File: src/rtl/lsh_pkg.sv
// Shared types and defaults for the LSH front end: nucleotide code,
// window builder FSM states and size defaults.
package lsh_pkg;

  localparam int unsigned WINDOW_SIZE_DEF = 128;
  localparam int unsigned KMER_SIZE_DEF   = 16;

  typedef enum logic [1:0] {
    BASE_A = 2'd0,
    BASE_C = 2'd1,
    BASE_G = 2'd2,
    BASE_T = 2'd3
  } base_t;

  typedef enum logic [1:0] {
    ST_FILL,
    ST_PRESENT,
    ST_CLEAR
  } wb_state_t;

endpackage

File: src/rtl/window_builder_if.sv
// Base stream handshake into the window builder.
// With WINDOW_BUILDER_AMBIG_EN defined the stream also carries base_ambig.
interface window_builder_if;

  logic       base_valid;
  logic [1:0] base;
  logic       seq_end;
  logic       base_ready;
`ifdef WINDOW_BUILDER_AMBIG_EN
  logic       base_ambig;
`endif

`ifdef WINDOW_BUILDER_AMBIG_EN
  modport master (output base_valid, base, seq_end, base_ambig, input base_ready);
  modport slave  (input base_valid, base, seq_end, base_ambig, output base_ready);
`else
  modport master (output base_valid, base, seq_end, input base_ready);
  modport slave  (input base_valid, base, seq_end, output base_ready);
`endif

endinterface

File: src/rtl/window_builder.sv
// Collects bases into overlapping windows and hands each one to the hasher.
// Optional ambiguous-base poisoning is enabled by WINDOW_BUILDER_AMBIG_EN.
module window_builder
  import lsh_pkg::*;
#(
  parameter int unsigned WINDOW_SIZE = WINDOW_SIZE_DEF,
  parameter int unsigned STRIDE      = 64,
  parameter int unsigned CNT_W       = 16
) (
  input  logic                            clk,
  input  logic                            reset,
  window_builder_if.slave                 s,
  output logic [0:WINDOW_SIZE-1][1:0]     window,
  output logic                            ready_for_hashing,
  input  logic                            hashing_is_done,
  output logic                            hasher_reset,
  output logic [CNT_W-1:0]                window_count,
  output logic                            partial_drop
);

  localparam int unsigned CW = $clog2(WINDOW_SIZE + 1);
  localparam logic [CW-1:0] NEED_WIN = CW'(WINDOW_SIZE);
  localparam logic [CW-1:0] NEED_STR = CW'(STRIDE);

  wb_state_t                       state_q;
  base_t [0:WINDOW_SIZE-1]         window_q;
  logic [CW-1:0]                   cnt_q;
  logic                            need_full_q;
  logic                            last_end_q;
  logic                            base_ready_q;
  logic                            rfh_q;
  logic                            hasher_reset_q;
  logic                            partial_drop_q;
  logic [CNT_W-1:0]                wcount_q;

  logic [CW-1:0]                   need;
  logic [CW-1:0]                   cnt_inc;
  logic                            accept;
  logic                            complete;
  logic                            poisoned;

`ifdef WINDOW_BUILDER_AMBIG_EN
  logic [CW-1:0]                   poison_q;
  logic [CW-1:0]                   poison_d;
`endif

  always_comb begin
    need     = need_full_q ? NEED_WIN : NEED_STR;
    cnt_inc  = cnt_q + CW'(1);
    accept   = s.base_valid && base_ready_q;
    complete = (cnt_inc == need);
    poisoned = 1'b0;
`ifdef WINDOW_BUILDER_AMBIG_EN
    // Counter value after this base: nonzero while an ambiguous base is still inside the window.
    if (s.base_ambig)          poison_d = NEED_WIN;
    else if (poison_q != '0)   poison_d = poison_q - CW'(1);
    else                       poison_d = poison_q;
    poisoned = (poison_d != '0);
`endif
  end

  always_ff @(posedge clk) begin
    if (reset) begin
      state_q        <= ST_FILL;
      window_q       <= '0;
      cnt_q          <= '0;
      need_full_q    <= 1'b1;
      last_end_q     <= 1'b0;
      base_ready_q   <= 1'b1;
      rfh_q          <= 1'b0;
      hasher_reset_q <= 1'b0;
      partial_drop_q <= 1'b0;
      wcount_q       <= '0;
`ifdef WINDOW_BUILDER_AMBIG_EN
      poison_q       <= '0;
`endif
    end else begin
      hasher_reset_q <= 1'b0;
      partial_drop_q <= 1'b0;
      unique case (state_q)
        ST_FILL: begin
          if (accept) begin
            for (int unsigned i = 0; i < WINDOW_SIZE - 1; i++) begin
              window_q[i] <= window_q[i+1];
            end
            window_q[WINDOW_SIZE-1] <= base_t'(s.base);
`ifdef WINDOW_BUILDER_AMBIG_EN
            poison_q <= poison_d;
`endif
            if (complete) begin
              cnt_q <= '0;
              if (poisoned) begin
                need_full_q <= s.seq_end;
              end else begin
                state_q      <= ST_PRESENT;
                last_end_q   <= s.seq_end;
                base_ready_q <= 1'b0;
                rfh_q        <= 1'b1;
              end
            end else if (s.seq_end) begin
              partial_drop_q <= 1'b1;
              cnt_q          <= '0;
              need_full_q    <= 1'b1;
            end else begin
              cnt_q <= cnt_inc;
            end
          end
        end
        ST_PRESENT: begin
          if (hashing_is_done) begin
            state_q        <= ST_CLEAR;
            rfh_q          <= 1'b0;
            hasher_reset_q <= 1'b1;
          end
        end
        ST_CLEAR: begin
          // Count is committed on leaving CLEAR so a reset in PRESENT never bumps it.
          state_q      <= ST_FILL;
          base_ready_q <= 1'b1;
          wcount_q     <= wcount_q + CNT_W'(1);
          need_full_q  <= last_end_q;
          cnt_q        <= '0;
        end
        default: state_q <= ST_FILL;
      endcase
    end
  end

  assign s.base_ready        = base_ready_q;
  assign window              = window_q;
  assign ready_for_hashing   = rfh_q;
  assign hasher_reset        = hasher_reset_q;
  assign window_count        = wcount_q;
  assign partial_drop        = partial_drop_q;

endmodule
File: src/flat_wrapper.sv
// flat-port wrapper written by rule: the top's interface ports become plain ports
module window_builder_flat import lsh_pkg::*;
#(
  parameter int unsigned WINDOW_SIZE = WINDOW_SIZE_DEF,
  parameter int unsigned STRIDE      = 64,
  parameter int unsigned CNT_W       = 16
)
  (clk, reset, window, ready_for_hashing, hashing_is_done, hasher_reset, window_count, partial_drop, s_base_valid, s_base, s_seq_end, s_base_ready);
  window_builder_if s_i ();
  input  logic clk;
  input  logic reset;
  output logic [0:WINDOW_SIZE-1][1:0] window;
  output logic ready_for_hashing;
  input  logic hashing_is_done;
  output logic hasher_reset;
  output logic [CNT_W-1:0] window_count;
  output logic partial_drop;
  input wire logic [$bits(s_i.base_valid)-1:0] s_base_valid;
  input wire logic [$bits(s_i.base)-1:0] s_base;
  input wire logic [$bits(s_i.seq_end)-1:0] s_seq_end;
  output wire logic [$bits(s_i.base_ready)-1:0] s_base_ready;
  assign s_i.base_valid = s_base_valid;
  assign s_i.base = s_base;
  assign s_i.seq_end = s_seq_end;
  assign s_base_ready = s_i.base_ready;
  window_builder #(.WINDOW_SIZE(WINDOW_SIZE), .STRIDE(STRIDE), .CNT_W(CNT_W)) u_core (.clk(clk), .reset(reset), .s(s_i), .window(window), .ready_for_hashing(ready_for_hashing), .hashing_is_done(hashing_is_done), .hasher_reset(hasher_reset), .window_count(window_count), .partial_drop(partial_drop));
endmodule
File: config.mk
export PLATFORM = sky130hd
export DESIGN_NAME = window_builder_flat
export DESIGN_NICKNAME = d
export VERILOG_FILES = /design/src/rtl/lsh_pkg.sv /design/src/rtl/window_builder_if.sv /design/src/rtl/window_builder.sv /design/src/flat_wrapper.sv
export SDC_FILE = /design/constraint.sdc
export NUM_CORES = 1
export LEC_CHECK = 0
export ABC_AREA = 1
export BUFFER_PORTS_ARGS = -buffer_cell sky130_fd_sc_hd__buf_2
export CAP_MARGIN = 20
export CORE_ASPECT_RATIO = 1.4
export CORE_MARGIN = 2
export CORE_UTILIZATION = 54
export CTS_BUF_LIST = sky130_fd_sc_hd__clkbuf_8
export CTS_CLUSTER_DIAMETER = 50
export DETAILED_ROUTE_END_ITERATION = 16
export PLACE_DENSITY_LB_ADDON = 0.25
export SYNTH_ARGS = -nofsm -noshare
export SYNTH_HDL_FRONTEND = slang
export SYNTH_SLANG_ARGS = --single-unit
File: constraint.sdc
create_clock -name clk -period 1.91 [get_ports clk]
set_clock_uncertainty 0.2 [all_clocks]
set_input_delay 0.0955 -clock clk [delete_from_list [all_inputs] [get_ports clk]]
set_output_delay 0.0955 -clock clk [all_outputs]
set_load 0.005 [all_outputs]
Word level (Yosys, flattened, before mapping)
Index checks and enable logic that the tools add are counted.
- register bits after elaboration: 288
- logic and storage cells: 185
- output and inout bits: 276
- bits of input ports: 7
- bitwise gates (word level): 3
- reduce and logical (&&, ||, !) cells: 13
- equality and inequality tests: 8
- add/subtract/negate cells: 2
- muxes and demuxes: 22
- operators with widths (operator ; number):
    8-bit two-way mux ; 4
    16-bit by 1-bit adder with 16-bit output (second input constant) ; 1
    8-bit one-hot mux with 2 select lines ; 1
    1-bit two-way mux ; 10
    3-bit AND reduction ; 3
    8-bit by 1-bit adder with 8-bit output (second input constant) ; 1
    8-bit equality test ; 1
    4-bit AND reduction ; 2
    2-bit two-way mux ; 3
    2-bit != test (second input constant) ; 3
    1-bit one-hot mux with 2 select lines ; 3
    2-bit by 1-bit != test with 1-bit output (second input constant) ; 2
    2-bit one-hot mux with 2 select lines ; 1
    2-bit AND reduction ; 2
    2-bit nonzero test ; 2
    4-bit OR reduction ; 1
    1-bit inverter ; 3
    2-bit by 1-bit equality test with 1-bit output (second input constant) ; 1
    2-bit equality test (second input constant) ; 1
    2-bit zero test ; 1
    2-bit OR reduction ; 1
    1-bit logical AND ; 1

Longest topological paths before layout
Gate-level depths: netlist of the first run.
- depth in word-level cells: 5
- gate-level depth with buffers: 12
- gate-level depth less buffers: 12

Worst setup path after synthesis of the first run
No wires, ideal clock.
- path kind: flip-flop to flip-flop
- start: register u_core.cnt_q[1]
- end: register u_core.base_ready_q, in the netlist u_core.s.base_ready
- library setup time: 113 ps
- stages on the path, launching flop included: 13
- clock period less this slack: 1614 ps
- slack: 296 ps
- path buffers: 0
- data arrival time: 1301 ps
- data required time: 1597 ps
- cell sequence: dfxtp_1 -> ha_1 -> nand2_1 -> nor2_1 -> nand3_1 -> nand2_1 -> nand3_1 -> nand2_1 -> nand2_2 -> nand2_1 -> nand2_1 -> nand2_1 -> nand2_1
- word-level cells in the longest chain between the ends: 4
- ends and longest elaborated chain (element ; RTL line ; source):
    start: declaration ; window_builder.sv:27 ; logic [CW-1:0] cnt_q;
    start signal: assignment ; window_builder.sv:105 ; cnt_q <= cnt_inc;
    8-bit by 1-bit adder with 8-bit output ; window_builder.sv:49 ; cnt_inc = cnt_q + CW'(1);
    8-bit equality test ; window_builder.sv:51 ; complete = (cnt_inc == need);
    2-bit by 1-bit != test with 1-bit output (no source line) ; - ;
    3-bit AND reduction (no source line) ; - ;
    end signal: assignment ; window_builder.sv:69 ; base_ready_q <= 1'b1;
    end signal: assignment ; window_builder.sv:97 ; base_ready_q <= 1'b0;
    end signal: assignment ; window_builder.sv:119 ; base_ready_q <= 1'b1;
    end: declaration ; window_builder.sv:30 ; logic base_ready_q;
Every way passes these cells.
A chain may end at the register's enable or synchronous reset.

Worst setup path after layout of the first run
- start: register u_core.state_q[1]
- end: register u_core.window_q (netlist bit u_core.window[132])
- word-level cells in the longest chain between the ends: 2
- ends and longest elaborated chain (element ; RTL line ; source):
    start: declaration ; window_builder.sv:25 ; wb_state_t state_q;
    start signal: assignment ; window_builder.sv:64 ; state_q <= ST_FILL;
    start signal: assignment ; window_builder.sv:95 ; state_q <= ST_PRESENT;
    start signal: assignment ; window_builder.sv:111 ; state_q <= ST_CLEAR;
    2-bit zero test ; window_builder.sv:80 ; unique case (state_q)
    2-bit AND reduction (no source line) ; - ;
    end signal: indexed assignment ; window_builder.sv:84 ; window_q[i] <= window_q[i+1];
    end signal: indexed assignment ; window_builder.sv:86 ; window_q[WINDOW_SIZE-1] <= base_t'(s.base);
    end: declaration ; window_builder.sv:26 ; base_t [0:WINDOW_SIZE-1] window_q;
Every way passes these cells.

==> reports/results.ini, run 1 <==
[drt]
antenna_left = 0
drc = 0
wl_met2_um = 12700
wl_met1_um = 11000
drt-vias-per-instance = 5.09
drtIter0Drc = 499
via_count = 9581
routed.top_layer = met4
post_drt_wl_per_cell_um = 13.9
firstDrtPassIters = 5
wl_um = 26200
dr_wl_met3_um = 1560

[final_layout]
fin_nets = 1618
final_core_util = 0.681
diodes = 0
layout_commonest_cell = nor2_1
synthToLayoutAreaGrowth_pct = 24.3
drive_above_1_share = 0.240
layout_common_cells = nor2_1 (540), dfxtp_1 (284), buf_2 (282), o21ai_0 (261), nand2_1 (54)
finalNonFillerCells = 1883

[cts]
cts.sinks = 288
insertion_delay_ns = 0.53
root_buffer = clkbuf_8
h-tree-depth = 2
clock_path_buffers = 3
path_clk_slew_ns = 0.06
cts_tree = built
numCtsBuffers = 43

[pwr]
p_leak_nw = 6.29
finalPower_mw = 12.9
ir_drop_mv = 0.657
power_density_mw_per_mm2 = 990

[worst_setup_path]
worstPathRequired_ns = 2.16
worst_path_max_delay_cell = dfxtp_1
reg2reg_slack_ns = 0.10
reg2reg_to = u_core.window[132]
max_stage_delay_ns = 0.46
path_depth = 8
cp.arrival_ns = 2.06
critical_path.cell_chain = nor2_4 > inv_2 > nor2_4 > buf_12 > inv_6 > buf_4 > nor2_1 > nor2_1
startpoint_type = register
crit_type = reg -> reg
reg2reg_from = u_core.state_q[1]
cp-startpoint = u_core.state_q[1]
cp_top_family = buffers and inverters
endpoint = u_core.window[132]
cp-end-kind = register
critPathMaxFanout = 28
r2r_cells = 8
critPathBufInv = 4

[synthesis]
yosys_warnings = 0
ys_seq_area_frac = 0.552
syn_area_sq_mm = 0.0104
synth.distinct_cells = 31
syn_area_per_cell_sq_um = 7.81
netlist_top_cells_area = dfxtp_1 (55%), nor2_1 (19%), o21ai_0 (13%), buf_6 (2.6%), nand2_1 (2.0%)
synth_area_leader_cell = dfxtp_1
syn_inst = 1337
syn_nets = 1346
yosysTopAreaCellShare = 0.552
ys_seq_elements = 288

[sta]
setup_viol = 0
tightestPinTransition_ns = 0.375
fin_crit_sh = 0.946
hold_viol_final = 0
tns_ns = 0
max_clock_freq_mhz = 554
rsz0062_at_grt = yes
period_needed_ns = 1.81
relSlewSlack = 0.749
drv_slew = 0

[floorplan]
start_util = 0.548
core_area_sq_mm = 0.0191
pin_count = 283
dieArea_sq_mm = 0.0205
rows = 60
die_y_um = 169
dieWidth_um = 122

[grt]
grt.total_usage = 0.242
grt_max_degree = 72
grt_overflow_total = 0
grt_pass1_wl_um = 41600
grt_pass1_vias = 8569
antenna_found_initial = 0

[min_path]
hold_path_class = in -> reg

[placed_design]
hpwlAfterDp_um = 16700
dp_cells = 1801
place.gp.congestion = 0.837
port_buffers = 282

[run_status]
status = finished, final reports clean

[flow_run]
drv_cap = 0

[layout make-up]
type                    count  area [sq um]
flip-flops and latches    288          5770
multi-input cells         936          4060
repair buffers            314          1880
clock buffers              53           729
inverters                  26           108
fillers                  1649          6080
well taps                 248           310
clock inverters            18           123
[state kept, by name (all words and copies together) (netlist names)]
signal                    flops
u_core.last_end_q             1
u_core.state_q                2
u_core.s.base_ready           1
u_core.window               256
u_core.cnt_q                  8
u_core.hasher_reset           1
u_core.window_count          16
u_core.partial_drop           1
u_core.ready_for_hashing      1
u_core.need_full_q            1
[logic make-up after synthesis]
kind of cell,Yosys count,share of synthesized area
adders and majority gates,2,0.00239
AOI/OAI and AO/OA,291,0.141
buffers and inverters,113,0.0620
xor gates and xnor gates,2,0.00168
DFF,288,0.552
and+or+nand+nor,641,0.241
[how the worst min path moves through the flow]
stage | cells after the start | startpoint | to
5_1_grt | 4 | s_base[1] | u_core.window[1]
3_3_place_gp | 3 | s_base[1] | u_core.window[1]
6_report | 4 | s_base[1] | u_core.window[1]
3_5_place_dp | 3 | s_base[1] | u_core.window[1]
2_1_floorplan | 2 | s_base[0] | u_core.window[0]
4_1_cts | 4 | s_base[1] | u_core.window[1]
[layer usage]
layer	up-vias	GRT usage
met3	55	0.0563
met5	-	0
met2	277	0.405
met1	4423	0.298
li1	4826	-
met4	0	0.102
[timing repair]
action,4_1_cts,5_1_grt
endpoints found under the setup margin,0,69
buffers inserted,0,2
endpoints found under the hold margin,63,0
hold buffers,6,0
resized for setup,0,15
[cell usage after synthesis (all sizes together)]
library cell / instances
nand4: 4
nand3: 23
nor2: 549
clkbuf: 31
clkinv: 1
o21ai: 264
nor3b: 1
dfxtp: 288
and3b: 1
nor3: 3
ha: 2
a31o: 1
and3: 1
o21a: 2
inv: 25
xor2: 2
o21bai: 3
or2: 1
a21oi: 21
nand2: 58
buf: 56
[power breakdown]
group / internal, mW / total (mW) / switching (mW)
logic: 0.543 / 1.27 / 0.727
clock network: 2.75 / 4.96 / 2.21
registers: 6.37 / 6.62 / 0.252
[through the flow]
stage	setup slack [ns]	hold WS, ns	cell area (sq um)
global placement	0.175	0.116	11900
finish	0.104	0.128	13000
floorplan	0.296	0.0304	10400
global route	-0.0184	0.114	13000
CTS	0.0809	0.0924	12800
detailed placement	0.110	0.125	11900
[worst register-to-register path, cell delays in order, from the launching register on]
cell and delay (ns):
dfxtp_1 0.46, nor2_4 0.08, inv_2 0.12, nor2_4 0.08, buf_12 0.15, inv_6 0.15
buf_4 0.32, nor2_1 0.08, nor2_1 0.12
(Power assumes the default switching activity.)
==> run 2: changes to the inputs <==
- ABC_AREA: 1 -> unset
- CORE_ASPECT_RATIO: 1.4 -> 2
==> reports/results.ini, run 2 <==
[worst_setup_path]
startpoint_type = register
reg2reg_to = u_core.cnt_q[5]
critPathMaxFanout = 7
crit_type = reg -> reg
worstPathRequired_ns = 2.16
reg2reg_slack_ns = -0.18
cp-end-kind = register
r2r_cells = 7
reg2reg_from = u_core.cnt_q[1]
cp.arrival_ns = 2.33

[placed_design]
dp_slack_ns = -0.151
post_dp_cell_area_sq_mm = 0.0122
hpwlAfterDp_um = 18000
place.gp.congestion = 0.835
port_buffers = 282

[sta]
fin_crit_sh = 1.09
rsz0062_at_grt = yes
period_needed_ns = 2.09
drv_slew = 0
setup_viol = 12
relSlewSlack = 0.583
setup_ws_ns = -0.177
hold_viol_final = 0
tns_ns = -1.42
holdWs_ns = 0.119
max_clock_freq_mhz = 479
tightestPinTransition_ns = 0.625

[cts]
h-tree-depth = 2
path_clk_slew_ns = 0.07
insertion_delay_ns = 0.53
root_buffer = clkbuf_8
cts.sinks = 288
cts_tree = built
numCtsBuffers = 39
clock_path_buffers = 3

[pwr]
pwr-share-seq = 0.555
p_switching_mw = 2.47
power_density_mw_per_mm2 = 822
p_leak_nw = 5.49
ir_drop_mv = 0.828
swShare = 0.228
combPwrFrac = 0.040
p_clk_frac = 0.404
p_int_mw = 8.36

[floorplan]
pin_count = 283
rows = 71
dieArea_sq_mm = 0.0201
start_util = 0.547
dieWidth_um = 101
core_area_sq_mm = 0.0187
die_y_um = 198

[synthesis]
synth.distinct_cells = 34
postSynth.asyncResetShare = 0
ys.flop_type = dfxtp_1
netlist_top_cells_count = nand2_1 (530), dfxtp_1 (288), a21oi_1 (264)
ys_seq_area_frac = 0.565
syn_nets = 1297
yosysMostFrequentCell = nand2_1
yosys_warnings = 0
ys_seq_elements = 288
netlist_top_cells_area = dfxtp_1 (56%), nand2_1 (19%), a21oi_1 (13%), clkbuf_1 (2.3%), buf_2 (1.2%)
synth_edf_count = 0
synth_area_leader_cell = dfxtp_1
yosysTopAreaCellShare = 0.565
syn_area_sq_mm = 0.0102
syn_area_per_cell_sq_um = 7.92
syn_inst = 1288

[final_layout]
layout_commonest_cell = nand2_1
final_cell_area_sq_mm = 0.0132
nFillCells = 1579
final_core_util = 0.707
layout_common_cells = nand2_1 (529), dfxtp_1 (282), buf_2 (281), a21oi_1 (263), clkbuf_8 (48)
largest_reg_flops = 256
synthToLayoutAreaGrowth_pct = 29.2
multi_input_area_sq_mm = 0.00418
regArea_sq_mm = 0.00578
drive_above_1_share = 0.265
diodes = 0
fin_nets = 1597

[run_status]
status = complete, but fails checks
failed_checks = setup timing

[drt]
via_count = 9636
firstDrtPassIters = 5
drtIter0Drc = 284
drc = 0
drt-vias-per-instance = 5.27
wl_um = 26500
antenna_left = 0
post_drt_wl_per_cell_um = 14.5

[grt]
grt.total_usage = 0.250
grt_max_degree = 86
grt_pass1_vias = 8908
antenna_found_initial = 0
grt_overflow_total = 0
grt_pass1_wl_um = 41400

[min_path]
hold_depth = 3
min_from = hashing_is_done
hold_path_class = in -> reg
hold-path-endpoint = u_core.ready_for_hashing

[flow_run]
drv_cap = 0

-- run 2: logic make-up (layout without fill, tap and decap cells) --
| kind of cell | after synthesis | in the layout | synth area share |
|---|---|---|---|
| simple gates | 595 | 595 | 0.229 |
| compound gates | 291 | 291 | 0.151 |
| flops | 288 | 288 | 0.565 |
| buf+inv | 95 | 418 | 0.0380 |
| xor+xnor | 13 | 13 | 0.0112 |
| mux | 4 | 4 | 0.00392 |
| fa+ha+maj | 2 | 2 | 0.00245 |
-- run 2: power groups by stage --
stage	Clock, mW	Combinational, mW	Sequential [mW]
floorplan	0	0.251	6.15
global placement	0	0.414	6.15
detailed placement	0	0.415	6.15
CTS	4.52	0.423	6.01
global route	4.74	0.478	6.01
finish	4.38	0.439	6.01
-- run 2: how the worst max path moves through the flow --
stage | end | slack [ns] | cells past startpoint | from
2_1_floorplan | u_core.cnt_q[1] | -0.01 | 7 | u_core.cnt_q[1]
3_3_place_gp | u_core.cnt_q[3] | -0.11 | 7 | u_core.cnt_q[1]
3_5_place_dp | u_core.cnt_q[1] | -0.15 | 7 | u_core.cnt_q[1]
4_1_cts | u_core.cnt_q[7] | -0.14 | 7 | u_core.cnt_q[0]
5_1_grt | u_core.cnt_q[5] | -0.27 | 9 | u_core.cnt_q[0]
6_report | u_core.cnt_q[5] | -0.18 | 7 | u_core.cnt_q[1]
-- run 2: stage by stage --
stage | total power, mW | std cells
CTS | 11.0 | 1828
detailed placement | 6.57 | 1755
floorplan | 6.40 | 1288
finish | 10.8 | 1830
global route | 11.2 | 1830
global placement | 6.57 | 1755
-- run 2: final cells by class --
| cell class | count | share of cell area |
|---|---|---|
| flip-flops and latches | 288 | 0.439 |
| multi-input cells | 905 | 0.317 |
| repair buffers | 350 | 0.167 |
| clock buffers | 47 | 0.0491 |
| inverters | 4 | 0.00114 |
| clock inverters | 17 | 0.00598 |
| well taps | 219 | 0.0208 |
-- run 2: critical path, cell delays in order, from the launching register on --
cell	delay, ns
dfxtp_4	0.37
buf_4	0.14
nand3_2	0.10
mux2i_2	0.32
nor3_1	0.12
a221oi_4	0.45
o21ai_1	0.12
a21oi_1	0.17
-- run 2: what timing repair did --
| item | 4_1_cts | 5_1_grt |
|---|---|---|
| gates cloned | 0 | 1 |
| hold buffers | 5 | 1 |
| buffers inserted | 4 | 0 |
| pin swaps | 9 | 6 |
| hold endpoints to repair | 80 | 24 |
| resized for setup | 12 | 13 |
| setup endpoints to repair | 12 | 53 |
-- run 2: metal layers --
metal / wire (um) / vias to the layer above / track usage
li1: - / 4772 / -
met1: 10200 / 4508 / 0.277
met2: 13700 / 290 / 0.446
met3: 1610 / 66 / 0.0548
met4: 964 / 0 / 0.112
met5: 0 / - / 0
